===== src/rtl/chess_timer_pkg.sv =====
// Shared types, default parameters and saturating arithmetic helpers for
// the chess timer countdown engine.
package chess_timer_pkg;

  typedef enum logic [2:0] {
    IDLE   = 3'd0,
    RUN_P1 = 3'd1,
    RUN_P2 = 3'd2,
    HOLD   = 3'd3,
    OVER   = 3'd4
  } state_e;

  localparam int unsigned CLK_HZ_DEF       = 50000000;
  localparam int unsigned TIME_W_DEF       = 12;
  localparam int unsigned DEFAULT_TIME_DEF = 300;
  localparam int unsigned INC_SEC_DEF      = 2;

  // a + b, clamped to max_v.
  function automatic logic [31:0] sat_add(input logic [31:0] a,
                                          input logic [31:0] b,
                                          input logic [31:0] max_v);
    logic [32:0] sum;
    sum = {1'b0, a} + {1'b0, b};
    return (sum > {1'b0, max_v}) ? max_v : sum[31:0];
  endfunction

  // a - b, clamped to zero.
  function automatic logic [31:0] sat_sub(input logic [31:0] a,
                                          input logic [31:0] b);
    return (a > b) ? (a - b) : '0;
  endfunction

endpackage


===== src/rtl/chess_timer_ctrl_prescaler.sv =====
// sec_prescaler: divides the system clock down to one charge per second.
// wrap_o flags the terminal count; the owner decides whether that edge
// actually charges a second (it is combined with its own enable).
module sec_prescaler
  import chess_timer_pkg::*;
#(
  parameter int unsigned CLK_HZ = CLK_HZ_DEF
) (
  input  logic clk_i,
  input  logic rst_ni,
  input  logic clr_i,
  input  logic en_i,
  output logic wrap_o
);

  localparam int unsigned CNT_W = (CLK_HZ > 1) ? $clog2(CLK_HZ) : 1;
  localparam logic [CNT_W-1:0] LAST = CNT_W'(CLK_HZ - 1);

  logic [CNT_W-1:0] cnt_q, cnt_d;

  // Next count: clear wins, otherwise advance and wrap while enabled.
  always_comb begin
    cnt_d = cnt_q;
    if (clr_i) begin
      cnt_d = '0;
    end else if (en_i) begin
      cnt_d = (cnt_q == LAST) ? '0 : cnt_q + CNT_W'(1);
    end
  end

  // Count register.
  always_ff @(posedge clk_i or negedge rst_ni) begin
    if (!rst_ni) cnt_q <= '0;
    else         cnt_q <= cnt_d;
  end

  assign wrap_o = (cnt_q == LAST);

endmodule


===== src/rtl/chess_timer_ctrl.sv =====
// chess_timer_ctrl: two-player countdown engine driven by the one-hot
// game-state outputs. Flag-fall freezes both clocks until ff/Load.
// Optional build macro: FISCHER_INCREMENT_EN adds INC_SEC to the player
// who just completed a move on each direct RUN_P1<->RUN_P2 handover.
module chess_timer_ctrl
  import chess_timer_pkg::*;
#(
  parameter int unsigned CLK_HZ       = CLK_HZ_DEF,
  parameter int unsigned TIME_W       = TIME_W_DEF,
  parameter int unsigned DEFAULT_TIME = DEFAULT_TIME_DEF,
  parameter int unsigned INC_SEC      = INC_SEC_DEF
) (
  input  logic              Clock,
  input  logic              Reset,
  input  logic              p1,
  input  logic              p2,
  input  logic              Load,
  input  logic              ff,
  input  logic [TIME_W-1:0] load_time,
  output logic [TIME_W-1:0] p1_time,
  output logic [TIME_W-1:0] p2_time,
  output logic              p1_flag,
  output logic              p2_flag,
  output logic              sec_tick,
  output logic              game_over
);

  localparam logic [TIME_W-1:0] DEF_T    = TIME_W'(DEFAULT_TIME);
  localparam logic [31:0]       TIME_MAX = 32'((64'd1 << TIME_W) - 64'd1);

`ifdef FISCHER_INCREMENT_EN
  localparam logic [31:0] FISCHER_INC = 32'(INC_SEC);
`else
  // Increment compiled out: a zero step leaves the handover times untouched.
  localparam logic [31:0] FISCHER_INC = 32'(INC_SEC) & 32'd0;
`endif

  state_e            state_q, state_d;
  logic [TIME_W-1:0] p1_time_q, p1_time_d, p2_time_q, p2_time_d;
  logic              p1_flag_q, p1_flag_d, p2_flag_q, p2_flag_d;
  logic              tick_q, tick_d;
  logic              over_q, over_d;

  logic              want_p1, want_p2;
  logic              pre_clr, pre_en, pre_wrap;

  // p1=p2=1 is illegal and decodes as "neither".
  assign want_p1 = p1 & ~p2;
  assign want_p2 = p2 & ~p1;

  sec_prescaler #(
    .CLK_HZ(CLK_HZ)
  ) u_prescaler (
    .clk_i (Clock),
    .rst_ni(Reset),
    .clr_i (pre_clr),
    .en_i  (pre_en),
    .wrap_o(pre_wrap)
  );

  // Next state, prescaler control and counter updates; ff > Load > turn change > tick.
  always_comb begin
    state_d   = state_q;
    p1_time_d = p1_time_q;
    p2_time_d = p2_time_q;
    p1_flag_d = p1_flag_q;
    p2_flag_d = p2_flag_q;
    tick_d    = 1'b0;
    pre_clr   = 1'b0;
    pre_en    = 1'b0;

    if (ff) begin
      state_d   = IDLE;
      p1_time_d = DEF_T;
      p2_time_d = DEF_T;
      p1_flag_d = 1'b0;
      p2_flag_d = 1'b0;
      pre_clr   = 1'b1;
    end else if (Load) begin
      state_d   = IDLE;
      p1_time_d = (load_time == '0) ? DEF_T : load_time;
      p2_time_d = (load_time == '0) ? DEF_T : load_time;
      p1_flag_d = 1'b0;
      p2_flag_d = 1'b0;
      pre_clr   = 1'b1;
    end else begin
      case (state_q)
        IDLE, HOLD: begin
          if (want_p1)      state_d = RUN_P1;
          else if (want_p2) state_d = RUN_P2;
        end
        RUN_P1: begin
          if (p1_flag_q) begin
            state_d = OVER;
          end else if (want_p2) begin
            // Handover: any coincident terminal count is dropped uncharged.
            state_d   = RUN_P2;
            pre_clr   = 1'b1;
            p1_time_d = TIME_W'(sat_add(32'(p1_time_q), FISCHER_INC, TIME_MAX));
          end else begin
            pre_en = 1'b1;
            if (!want_p1) state_d = HOLD;
            if (pre_wrap) begin
              tick_d    = 1'b1;
              p1_time_d = TIME_W'(sat_sub(32'(p1_time_q), 32'd1));
              if (p1_time_q == TIME_W'(1)) begin
                p1_flag_d = 1'b1;
                state_d   = OVER;
              end
            end
          end
        end
        RUN_P2: begin
          if (p2_flag_q) begin
            state_d = OVER;
          end else if (want_p1) begin
            state_d   = RUN_P1;
            pre_clr   = 1'b1;
            p2_time_d = TIME_W'(sat_add(32'(p2_time_q), FISCHER_INC, TIME_MAX));
          end else begin
            pre_en = 1'b1;
            if (!want_p2) state_d = HOLD;
            if (pre_wrap) begin
              tick_d    = 1'b1;
              p2_time_d = TIME_W'(sat_sub(32'(p2_time_q), 32'd1));
              if (p2_time_q == TIME_W'(1)) begin
                p2_flag_d = 1'b1;
                state_d   = OVER;
              end
            end
          end
        end
        OVER:    state_d = OVER;
        default: state_d = IDLE;
      endcase
    end

    over_d = (state_d == OVER);
  end

  // State, counters, flags and registered pulse outputs.
  always_ff @(posedge Clock or negedge Reset) begin
    if (!Reset) begin
      state_q   <= IDLE;
      p1_time_q <= DEF_T;
      p2_time_q <= DEF_T;
      p1_flag_q <= 1'b0;
      p2_flag_q <= 1'b0;
      tick_q    <= 1'b0;
      over_q    <= 1'b0;
    end else begin
      state_q   <= state_d;
      p1_time_q <= p1_time_d;
      p2_time_q <= p2_time_d;
      p1_flag_q <= p1_flag_d;
      p2_flag_q <= p2_flag_d;
      tick_q    <= tick_d;
      over_q    <= over_d;
    end
  end

  assign p1_time   = p1_time_q;
  assign p2_time   = p2_time_q;
  assign p1_flag   = p1_flag_q;
  assign p2_flag   = p2_flag_q;
  assign sec_tick  = tick_q;
  assign game_over = over_q;

endmodule


===== config.mk =====
export PLATFORM = sky130hd
export DESIGN_NAME = chess_timer_ctrl
export DESIGN_NICKNAME = d
export VERILOG_FILES = /design/src/rtl/chess_timer_pkg.sv /design/src/rtl/chess_timer_ctrl_prescaler.sv /design/src/rtl/chess_timer_ctrl.sv
export SDC_FILE = /design/constraint.sdc
export NUM_CORES = 1
export LEC_CHECK = 0
export ABC_AREA = 0
export CAP_MARGIN = 10
export CORE_ASPECT_RATIO = 2
export CORE_MARGIN = 3
export CORE_UTILIZATION = 60
export CTS_CLUSTER_DIAMETER = 50
export DETAILED_ROUTE_END_ITERATION = 6
export GPL_ROUTABILITY_DRIVEN = 0
export GPL_TIMING_DRIVEN = 0
export MAX_ROUTING_LAYER = met4
export PLACE_DENSITY = 0.94
export REMOVE_ABC_BUFFERS = 1
export SYNTH_ARGS = -nofsm -noshare
export SYNTH_HDL_FRONTEND = slang
export SYNTH_SLANG_ARGS = --single-unit

===== constraint.sdc =====
create_clock -name Clock -period 4.45 [get_ports Clock]
set_clock_uncertainty 0.05 [all_clocks]
set_input_delay 0.89 -clock Clock [delete_from_list [all_inputs] [get_ports Clock]]
set_output_delay 0.89 -clock Clock [all_outputs]
set_load 0.02 [all_outputs]

## Word-level counts from Yosys, hierarchy flattened

Index checks and enable logic that the tools add are counted.

| storage, ports and cells | value |
|---|---|
| output and inout port bits | 28 |
| bits in registers | 57 |
| input port bits | 18 |

| cells by class | value |
|---|---|
| reductions and logical operators | 10 |
| bitwise gates (word level) | 4 |
| equality and inequality tests | 12 |
| add/subtract/negate cells | 3 |
| $lt $le $gt $ge | 4 |
| multiplexer cells | 71 |

Operator list:

| cell | number |
|---|---|
| 12-bit 2-to-1 mux | 17 |
| 26-bit 2-to-1 mux | 3 |
| 3-bit 2-to-1 mux | 14 |
| 1-bit 2-to-1 mux | 33 |
| 26-bit by 1-bit adder with 26-bit output, second input constant | 1 |
| 26-bit == test, second input constant | 1 |
| 12-bit by 1-bit == test with 1-bit output, second input constant | 2 |
| 12-bit by 1-bit greater-than comparator with 1-bit output, second input constant | 2 |
| 12-bit greater-than comparator, second input constant | 2 |
| 12-bit by 1-bit subtractor with 12-bit output, second input constant | 2 |
| 12-bit logical NOT | 1 |
| 3-bit case mux with 4 select lines | 1 |
| 4-bit by 3-bit inequality test with 1-bit output, second input constant | 2 |
| 4-bit AND reduction | 2 |
| 4-bit nonzero test | 2 |
| 3-bit by 2-bit == test with 1-bit output, second input constant | 2 |
| 3-bit == test, second input constant | 2 |
| 3-bit inequality test, second input constant | 2 |
| 1-bit case mux with 2 select lines | 3 |
| 3-bit nonzero test | 2 |
| 3-bit by 1-bit == test with 1-bit output, second input constant | 1 |
| 3-bit logical NOT | 1 |
| 1-bit AND | 2 |
| 1-bit inverter | 2 |
| 2 further kinds | 2 |

## Depth between registers and ports, before layout

| depth | value |
|---|---|
| depth in word-level cells | 11 |
| depth in mapped cells | 8 |
| mapped depth without buffers | 7 |

## Hierarchy

Synthesis repeated with hierarchy kept, for this count alone.

| second synthesis, totals | value |
|---|---|
| cell total of the unflattened synthesis | 442 |
| area total of the unflattened synthesis | 3776.1 um^2 |

Modules (own cells, without submodules):

| module | instances | area an instance (um^2) | cells an instance |
|---|---|---|---|
| chess_timer_ctrl | 1 | 2278.4 | 276 |
| sec_prescaler | 1 | 1497.7 | 166 |

## Least setup slack after synthesis

No wires, ideal clock.

| timing path | value |
|---|---|
| path kind | input -> register |
| start point | input ff |
| end point | register u_prescaler.cnt_q[16] |
| slack | 2032 ps |
| library setup time | 82 ps |
| arrival | 2286 ps |
| stages | 6 |
| cell sequence | or2_2 clkbuf_1 a221oi_2 clkbuf_1 nand3_1 a31oi_1 |

| on the way | value |
|---|---|
| word-level cells in the longest chain between the ends | 2 |

Ends and longest elaborated chain:

| what | RTL line | source |
|---|---|---|
| start: declaration | chess_timer_ctrl.sv:18 | `input logic ff,` |
| 1-bit 2-to-1 mux | chess_timer_ctrl.sv:72 | `if (ff) begin` |
| 26-bit 2-to-1 mux / 2-bit nonzero test (equally long branches) | -- |  |
| end signal: assignment | chess_timer_ctrl_prescaler.sv:34 | `else cnt_q <= cnt_d;` |
| end: declaration | chess_timer_ctrl_prescaler.sv:19 | `logic [CNT_W-1:0] cnt_q, cnt_d;` |

Several ways; a longest one is shown, not always the timed one.
A chain may end at the register's enable or synchronous reset.

## Worst setup path after layout

| timing path | value |
|---|---|
| start point | input Load |
| end point | register u_prescaler.cnt_q[6] |

| on the way | value |
|---|---|
| word-level cells in the longest chain between the ends | 3 |

Ends and longest elaborated chain:

| what | RTL line | source |
|---|---|---|
| start: declaration | chess_timer_ctrl.sv:17 | `input logic Load,` |
| 1-bit 2-to-1 mux | chess_timer_ctrl.sv:79 | `end else if (Load) begin` |
| 1-bit 2-to-1 mux | chess_timer_ctrl.sv:72 |  |
| 26-bit 2-to-1 mux / 2-bit nonzero test (equally long branches) | -- |  |

Several ways; a longest one is shown, not always the timed one.

==> flow_summary.toml <==
[power_and_ir_drop]
power_frac_seq_pct = 39.8
powerDensity_nw_per_um2 = 324.9
p_sw_share_pct = 28.66
internal-power_uw = 1079
switchingPower_uw = 433.5
ir_drop_v = 0.0003262
pwr-share-clk_pct = 41.8
power.leakage_uw = 0.001712
p_comb_share_pct = 18.5

[detailed_routing]
drt-wirelength-per-cell_um = 20.31
drtIter0Drc = 722
totalWireLength_mm = 11.76
drc = 0
num_vias = 4227
firstDrtPassIters = 6
viasPerCell = 7.301
ant_nets = 0

[worst_setup_path]
crit_chain = "clkdlybuf4s50_1, or2_2, a21oi_2, nand2_1, o41ai_1"
r2r_cells = 5
worstReg2RegStart = "state_q[1]"
worst-r2r-setup-slack_ns = 1.25
start_kind = "input pin"
critPathMaxStageDelay_ns = 0.90
endpoint_kind = "flip-flop"
cp_data_arrival_time_ns = 4.22
r2r_end = "u_prescaler.cnt_q[6]"
cpMaxStageDelayCell = "clkdlybuf4s50_1"
cp_max_fo = 30
critical_path_required_ns = 4.61
worstSetupPathType = "in2reg"

[synthesis]
yosysTopAreaCell = "dfrtp_1"
yosys_warnings = 0
synthDistinctLibCells = 69
synth_top_area_share_pct = 31.07
synthArstFlopShare_pct = 100.0
ys.flop_type = "dfrtp_1"
synth_area_um2 = 3946
synth.area.top_cells = "dfrtp_1, dfstp_2, a31oi_1, nand3_1, nand2_1"
synth-edff-count = 0
syn_inst = 465
ys_seq_area_share_pct = 36.40
ys_seq_elements = 57
synth_area_per_cell_um2 = 8.487

[finish]
instances_no_fill = 579
layout_commonest_cell = "dfrtp_1"
drive_above_1_share_pct = 8.519
layout_common_cells = "dfrtp_1, clkdlybuf4s50_1, nand3_1, nand2_1, a31oi_1"
num_antenna_cells = 0
num-fill-cells = 503
area_delta_synth_final_pct = 17.98
fin_nets = 511

[timing]
fmax_ghz = 0.2459
worst_pin_slew_ns = 1.378
setup_slack_ns = 0.3834
slew_viol_final = 0
setup_tns_ns = 0
period_share_pct = 91.38
hold_viol = 0
rsz0062_at_grt = "no"
finalSetupViolations = 0
period_minus_slack_ns = 4.067
max-slew-margin-rel_pct = 8.117

[cts]
cts_setup_buffers = 0
ctsRootBufferMaster = "clkbuf_16"
cts_tree = "done"
clkTransAtPathRegs_ns = 0.06
clock_latency_ns = 0.33
h-tree-depth = 3
cts_resized = 0
clk_path_buf_depth = 2
cts_buffers = 9
holdBufCountCts = 0
numClockSinks = 57

[floorplanning]
coreArea_um2 = 6361
dieHeight_um = 120.7
start_util_pct = 62.04
row_count = 41
pin_count = 46
die_area_um2 = 7645
die_w_um = 63.35

[placed_design]
io_buffers = 45
placed_cells = 563
place_ws_ns = 0.1788
dp_hpwl_mm = 8.046

[grt]
overflow = 0
antenna_found_initial = 0
grt_max_degree = 53
grt_pass1_wl_mm = 19.33
grt_pass1_vias = 4091
grt_util_all_layers_pct = 32.83

[flow_run]
maxCapViolations = 0

[status]
status = "finished clean"

[worst_hold_path]
hold_path_class = "in2async"
-- worst max path at each step --
stage                                 endpoint  slack (ns)                 start
final                     u_prescaler.cnt_q[6]        0.38                  Load
after global routing      u_prescaler.cnt_q[6]        0.12                  Load
after CTS                 u_prescaler.cnt_q[6]        0.45                  Load
after detailed placement  u_prescaler.cnt_q[6]        0.18                  Load
after global placement    u_prescaler.cnt_q[6]        0.20                  Load
after floorplan                     p2_time[4]        1.79  u_prescaler.cnt_q[0]
-- area by class of cell --
class                      count  area [µm²]  share of cell area (%)
clock buffer                  16       271.5                   5.832
inverter                      25       93.84                   2.016
multi-input combinational    349        2281                   48.99
sequential                    57        1436                   30.85
tap                           86       107.6                   2.311
timing repair buffer          46       465.4                   9.997
-- registers in the layout, summed over array words and instances (netlist names) --
name,count
sec_tick,1
p1_flag,1
game_over,1
state_q,3
p1_time,12
p2_time,12
p2_flag,1
u_prescaler.cnt_q,26
-- power groups by stage --
stage	sequential (µW)	combinational [µW]	clock, µW
2_1_floorplan	628	118	0
3_3_place_gp	604	263	0
3_5_place_dp	606	274	0
4_1_cts	599	276	637
5_1_grt	605	299	664
6_report	602	279	632
-- cell families after synthesis --
family | after synthesis | share of synthesized area (%)
xor+xnor | 2 | 0.4440
compound gates | 150 | 27.01
buf+inv | 59 | 6.246
fa+ha+maj | 5 | 1.585
flops | 57 | 36.40
mux | 8 | 2.029
simple gates | 184 | 26.28
-- critical path, delay by kind of cell --
kind | cells | cell delay [ns]
compound gates | 2 | 1.27
buf+inv | 1 | 0.90
simple gates | 2 | 1.14
-- per-layer routing --
metal	vias up	GRT usage (%)	part of all wire, %
li1	1871	-	-
met1	2000	33.09	35
met2	278	56.32	52
met3	78	6.877	5.9
met4	0	21.52	6.6
met5	-	-	0
-- synth_stat cells (all sizes together) (6+ instances only) --
cell type,count
o211ai,7
nand3,38
and3,11
a31oi,31
a21oi,16
nor3,13
o21ai,24
o41ai,6
nand4,14
a41oi,6
or4,6
dfrtp,49
o31ai,6
nor4,13
mux2i,8
dfstp,8
a32o,11
buf,11
inv,25
nor2,21
clkbuf,23
nand2,37
o22ai,12
-- per-stage QoR --
stage | util (%) | hold WS, ns | power (µW) | cell area, µm²
final | 73.19 | 0.4615 | 1513 | 4656
after CTS | 73.19 | 0.4628 | 1512 | 4656
after global placement | 68.41 | 0.4408 | 867.4 | 4352
after floorplan | - | 0.4095 | 746.4 | 3794
after detailed placement | 68.92 | 0.4420 | 880.0 | 4384
after global routing | 73.19 | 0.4699 | 1568 | 4656
Note: power is estimated with default switching activity, not from simulation.
